`config.mk`:
```
export PLATFORM = sky130hd
export DESIGN_NAME = fpu_issue_ctrl
export DESIGN_NICKNAME = d
export VERILOG_FILES = /design/src/rtl/fpu_issue_ctrl.sv
export SDC_FILE = /design/constraint.sdc
export NUM_CORES = 1
export LEC_CHECK = 0
export ABC_AREA = 1
export BUFFER_PORTS_ARGS = -buffer_cell sky130_fd_sc_hd__buf_4
export CAP_MARGIN = 10
export CORE_ASPECT_RATIO = 0.9
export CORE_UTILIZATION = 30
export DETAILED_ROUTE_END_ITERATION = 8
export HOLD_SLACK_MARGIN = 0.12
export PLACE_DENSITY = 0.65
export SLEW_MARGIN = 25
export SYNTH_ARGS = -nofsm -noshare
export SYNTH_HDL_FRONTEND = slang
export SYNTH_SLANG_ARGS = --single-unit
```
`constraint.sdc`:
```
create_clock -name in_Clk -period 3.1 [get_ports in_Clk]
set_input_delay 0.31 -clock in_Clk [delete_from_list [all_inputs] [get_ports in_Clk]]
set_output_delay 0.31 -clock in_Clk [all_outputs]
set_load 0.01 [all_outputs]
```
`src/rtl/fpu_issue_ctrl.sv`:
```
// FP issue sequencer: registers one op for the FPU, pulses divide start, buffers one result.
// Latency: single-cycle ops are valid 2 cycles after accept, DIV at least 4; out_ready only in IDLE, result held until in_wb_ready.
module fpu_issue_ctrl #(
  parameter int          RD_W        = 5,
  parameter int          DIV_TIMEOUT = 64,
  parameter logic [31:0] QNAN        = 32'h7FC00000
) (
  input  logic            in_Clk,
  input  logic            in_Rst,
  input  logic            in_valid,
  output logic            out_ready,
  input  logic [4:0]      in_op,
  input  logic [31:0]     in_a,
  input  logic [31:0]     in_b,
  input  logic [RD_W-1:0] in_rd,
  input  logic            in_flush,
  output logic [4:0]      out_FPU_Op,
  output logic [31:0]     out_rs1,
  output logic [31:0]     out_rs2,
  output logic            out_start,
  input  logic [31:0]     in_fpu_data,
  input  logic            in_fpu_stall,
  output logic            out_wb_valid,
  input  logic            in_wb_ready,
  output logic [31:0]     out_wb_data,
  output logic [RD_W-1:0] out_wb_rd,
  output logic            out_wb_to_int,
  output logic            out_wb_exc
);

  localparam int CW = $clog2(DIV_TIMEOUT + 2);

  typedef enum logic [2:0] {IDLE, EXEC, DIV_START, DIV_WAIT, RESULT, DRAIN} state_t;

  state_t            state_q;
  logic [CW-1:0]     cnt_q, cnt_d;
  logic [4:0]        op_q;
  logic [31:0]       rs1_q, rs2_q, wb_data_q;
  logic [RD_W-1:0]   rd_q, wb_rd_q;
  logic              ready_q, start_q, wb_valid_q, wb_to_int_q, wb_exc_q;
  logic              timeout;

  function automatic logic is_unsup(input logic [4:0] op);
    return (op == 5'b00100) || (op == 5'b01011) || (op == 5'b10011) || (op >= 5'b10110);
  endfunction

  function automatic logic is_int(input logic [4:0] op);
    return op inside {5'b01000, 5'b01001, 5'b01010, 5'b01100, 5'b01101, 5'b10000, 5'b10010};
  endfunction

  assign cnt_d   = cnt_q + CW'(1);
  assign timeout = (cnt_d >= CW'(DIV_TIMEOUT));

  always_ff @(posedge in_Clk) begin
    if (in_Rst) begin
      state_q     <= IDLE;
      cnt_q       <= '0;
      op_q        <= '0;
      rs1_q       <= '0;
      rs2_q       <= '0;
      rd_q        <= '0;
      ready_q     <= 1'b1;
      start_q     <= 1'b0;
      wb_valid_q  <= 1'b0;
      wb_data_q   <= '0;
      wb_rd_q     <= '0;
      wb_to_int_q <= 1'b0;
      wb_exc_q    <= 1'b0;
    end else begin
      start_q <= 1'b0;
      case (state_q)
        IDLE: begin
          if (in_valid && !in_flush) begin
            op_q    <= in_op;
            rs1_q   <= in_a;
            rs2_q   <= in_b;
            rd_q    <= in_rd;
            ready_q <= 1'b0;
            if (in_op == 5'b00011) begin
              state_q <= DIV_START;
              start_q <= 1'b1;
            end else begin
              state_q <= EXEC;
            end
          end
        end
        EXEC: begin
          if (in_flush) begin
            state_q <= IDLE;
            ready_q <= 1'b1;
          end else begin
            wb_data_q   <= is_unsup(op_q) ? QNAN : in_fpu_data;
            wb_exc_q    <= is_unsup(op_q);
            wb_to_int_q <= is_int(op_q);
            wb_rd_q     <= rd_q;
            wb_valid_q  <= 1'b1;
            state_q     <= RESULT;
          end
        end
        DIV_START: begin
          cnt_q <= '0;
          if (in_flush) begin
            state_q <= IDLE;
            ready_q <= 1'b1;
          end else begin
            state_q <= DIV_WAIT;
          end
        end
        DIV_WAIT: begin
          cnt_q <= cnt_d;
          // Stall is not yet meaningful on the first wait cycle (cnt_q == 0).
          if (in_flush) begin
            state_q <= DRAIN;
          end else if ((cnt_q != '0 && !in_fpu_stall) || timeout) begin
            wb_data_q   <= (cnt_q != '0 && !in_fpu_stall) ? in_fpu_data : QNAN;
            wb_exc_q    <= !(cnt_q != '0 && !in_fpu_stall);
            wb_to_int_q <= is_int(op_q);
            wb_rd_q     <= rd_q;
            wb_valid_q  <= 1'b1;
            state_q     <= RESULT;
          end
        end
        RESULT: begin
          if (in_flush || in_wb_ready) begin
            wb_valid_q <= 1'b0;
            ready_q    <= 1'b1;
            state_q    <= IDLE;
          end
        end
        DRAIN: begin
          cnt_q <= cnt_d;
          if (!in_fpu_stall || timeout) begin
            ready_q <= 1'b1;
            state_q <= IDLE;
          end
        end
        default: begin
          state_q <= IDLE;
          ready_q <= 1'b1;
        end
      endcase
    end
  end

  assign out_ready     = ready_q;
  assign out_FPU_Op    = op_q;
  assign out_rs1       = rs1_q;
  assign out_rs2       = rs2_q;
  assign out_start     = start_q;
  assign out_wb_valid  = wb_valid_q;
  assign out_wb_data   = wb_data_q;
  assign out_wb_rd     = wb_rd_q;
  assign out_wb_to_int = wb_to_int_q;
  assign out_wb_exc    = wb_exc_q;

endmodule
```
==> out/qor.yml <==
detailed_routing:
  drc_errors: 0
  avgViaCountPerCell: 4.63
  antenna_left: 0
  routed_wl_microns: 15700
  vias: 5544
  drtIter0Drc: 158
  avgRoutedWirePerCell_microns: 13.1
  drt_pre_antenna_iters: 5
clock_tree:
  cts.clk_slew.worst_paths_ps: 60
  clk_root_buffer_cell: "clkbuf_16"
  htreeDepth: 4
  insertion_delay_ps: 410
  cts_tree: "done"
  clock-sinks: 126
  ctsResizeCount: 0
  cts.path.max_buffers: 2
  numCtsBuffers: 17
final_layout:
  final_common_cell: "buf_4"
  drive_above_1_share: 0.295
  fin_cells: 1197
  fin_nets: 1063
  synthToLayoutAreaGrowth_pct: 46.8
  diodes: 0
  final_cell_mix: "buf_4 (226), nor2_1 (181), dfxtp_1 (126), nand2_1 (121), o21ai_0 (92)"
yosys:
  synth_warnings: 0
  async_flop_share: 0
  synth.yosys.seq_area_share: 0.475
  synth_edf_count: 0
  synth_area_sq_um: 5310
  synth_nets: 853
  post_synth.cell_area_avg_sq_um: 7.18
  synthCells: 739
  ys_types: 27
  synth_seq_cells: 126
  synthFlopType: "dfxtp_1"
placed_design:
  finalWeightedCongestion: 0.804
  pre_cts_ws_ps: 1100
  dp_cells: 1155
  io_buffers: 222
  hpwl_microns: 10800
timing:
  worst_slew_pin_slew_ps: 756
  min_period_ps: 2040
  setup_violations: 0
  clock_skew_ps: 16.8
  fin_crit_sh: 0.659
  setup_ws_ps: 1060
  maxSlewViolCount: 0
  hold_violations: 0
  clock.fmax_mhz: 490
  slew_headroom: 0.495
  rsz0062_at_grt: "no"
  fin_setup_tns_ps: 0
grt:
  grt_max_degree: 56
  grt_pass1_vias: 5239
  grt_overflow_total: 0
  grt.total_usage: 0.178
  antenna_found_initial: 0
  grt_pass1_wl_microns: 25700
power_and_ir_drop:
  p_per_area_nw_per_um2: 786
  leakage_nw: 3.52
  ir_worst_vdd_mv: 0.545
  p_total_mw: 6.12
run:
  maxCapViolations: 0
status:
  outcome: "finished, final reports clean"
worst_setup_path:
  cp_slowest_cell: "inv_2"
  end_kind: "flop"
  cp.arrival_ps: 2380
  max_stage_delay_ps: 460
  crit_chain: "inv_2 -> nor2_2 -> nand2_2 -> inv_2 -> nand2_1 -> nor2_1 -> nand2_1 -> nand3_1 -> nand2_1 -> nor2_1"
  path_class: "flop to flop"
  worstPathMaxFanout: 28
  cp_common_cell: "nand2_1"
  startpoint_type: "flop"
  required_ps: 3440
floorplanning:
  placeableCoreArea_sq_um: 17100
  row_count: 45
  start_util: 0.311
  pin_count: 223
  die_h_microns: 128
  die_w_microns: 142
  die-area_sq_um: 18200
min_path:
  hold_path.class: "primary input to flop"
## worst paths after layout
kind                   from             end  slack, ps  cells past startpoint
max              state_q[0]      state_q[2]       1060                     10
min                in_a[16]     out_rs1[16]        150                      3
max reg2reg      state_q[0]      state_q[2]       1060                     10
min reg2reg  out_wb_data[2]  out_wb_data[2]        460                      2
## metrics by stage
step                      area, sq um  hold WS (ps)   util
after detailed placement         7080           456  0.415
final                            7790           146  0.457
after CTS                        7790           120  0.457
after floorplan                  5310           427      -
after global routing             7790           128  0.457
after global placement           7080           455  0.415
## power by group
group / total, mW / internal [mW] / switching [mW]
Combinational: 1.92 / 0.813 / 1.10
Clock: 2.07 / 1.28 / 0.788
Sequential: 2.14 / 1.94 / 0.193
## final cells by class
cell class / instances / area (sq um)
clock buffer: 18 / 429
timing repair buffer: 237 / 1820
tap: 235 / 294
inverter: 38 / 143
clock inverter: 14 / 181
multi-input combinational: 529 / 2400
fill: 1755 / 9270
sequential: 126 / 2520
## state kept, by name, indices dropped and copies added (netlist names)
name,count
state_q,3
out_rs2,32
out_start,1
out_wb_rd,5
out_wb_data,32
out_wb_valid,1
out_FPU_Op,5
out_rs1,32
out_wb_to_int,1
cnt_q,7
out_wb_exc,1
out_ready,1
rd_q,5
## per-layer routing
layer  wire, microns  part of all wire  track usage  vias to the layer above
li1                -                 -            -                     2829
met3            1590              0.10       0.0784                       11
met2            7020              0.45        0.281                      203
met1            7010              0.45        0.220                     2501
met5               0                 0            0                        -
met4             110            0.0070       0.0462                        0
## worst max-delay path: cells and delay by family, from the launching register on
family,cells,cell delay [ps]
simple gates,8,1110
buf+inv,2,530
flops,1,340
## cells by family after synthesis
group                      Yosys count  synth area share
DFF                                126             0.475
and+or+nand+nor                    391             0.317
AOI/OAI and AO/OA                  136             0.132
buffers and inverters               84            0.0717
adders and majority gates            2           0.00471
## cells in the mapped netlist (2+ instances only)
cell	number	area share
nand4_1	27	0.032
nand3_1	41	0.039
dfxtp_1	126	0.48
ha_1	2	0.0047
nand2_4	2	0.0042
a21oi_2	2	0.0033
buf_4	6	0.0085
nand2_2	5	0.0059
o21ai_0	92	0.087
nand2_1	121	0.086
nor3_2	9	0.017
nor3_1	2	0.0019
nor2_1	181	0.13
a21oi_1	36	0.034
inv_2	4	0.0028
clkbuf_1	23	0.016
nor2_2	3	0.0035
inv_1	33	0.023
o21bai_1	2	0.0028
buf_2	15	0.014
## repair_timing
action	4_1_cts	5_1_grt
setup buffers	0	0
endpoints found under the hold margin	10	0
hold buffers	10	0
No activity file was read; power rests on OpenSTA's default activity.
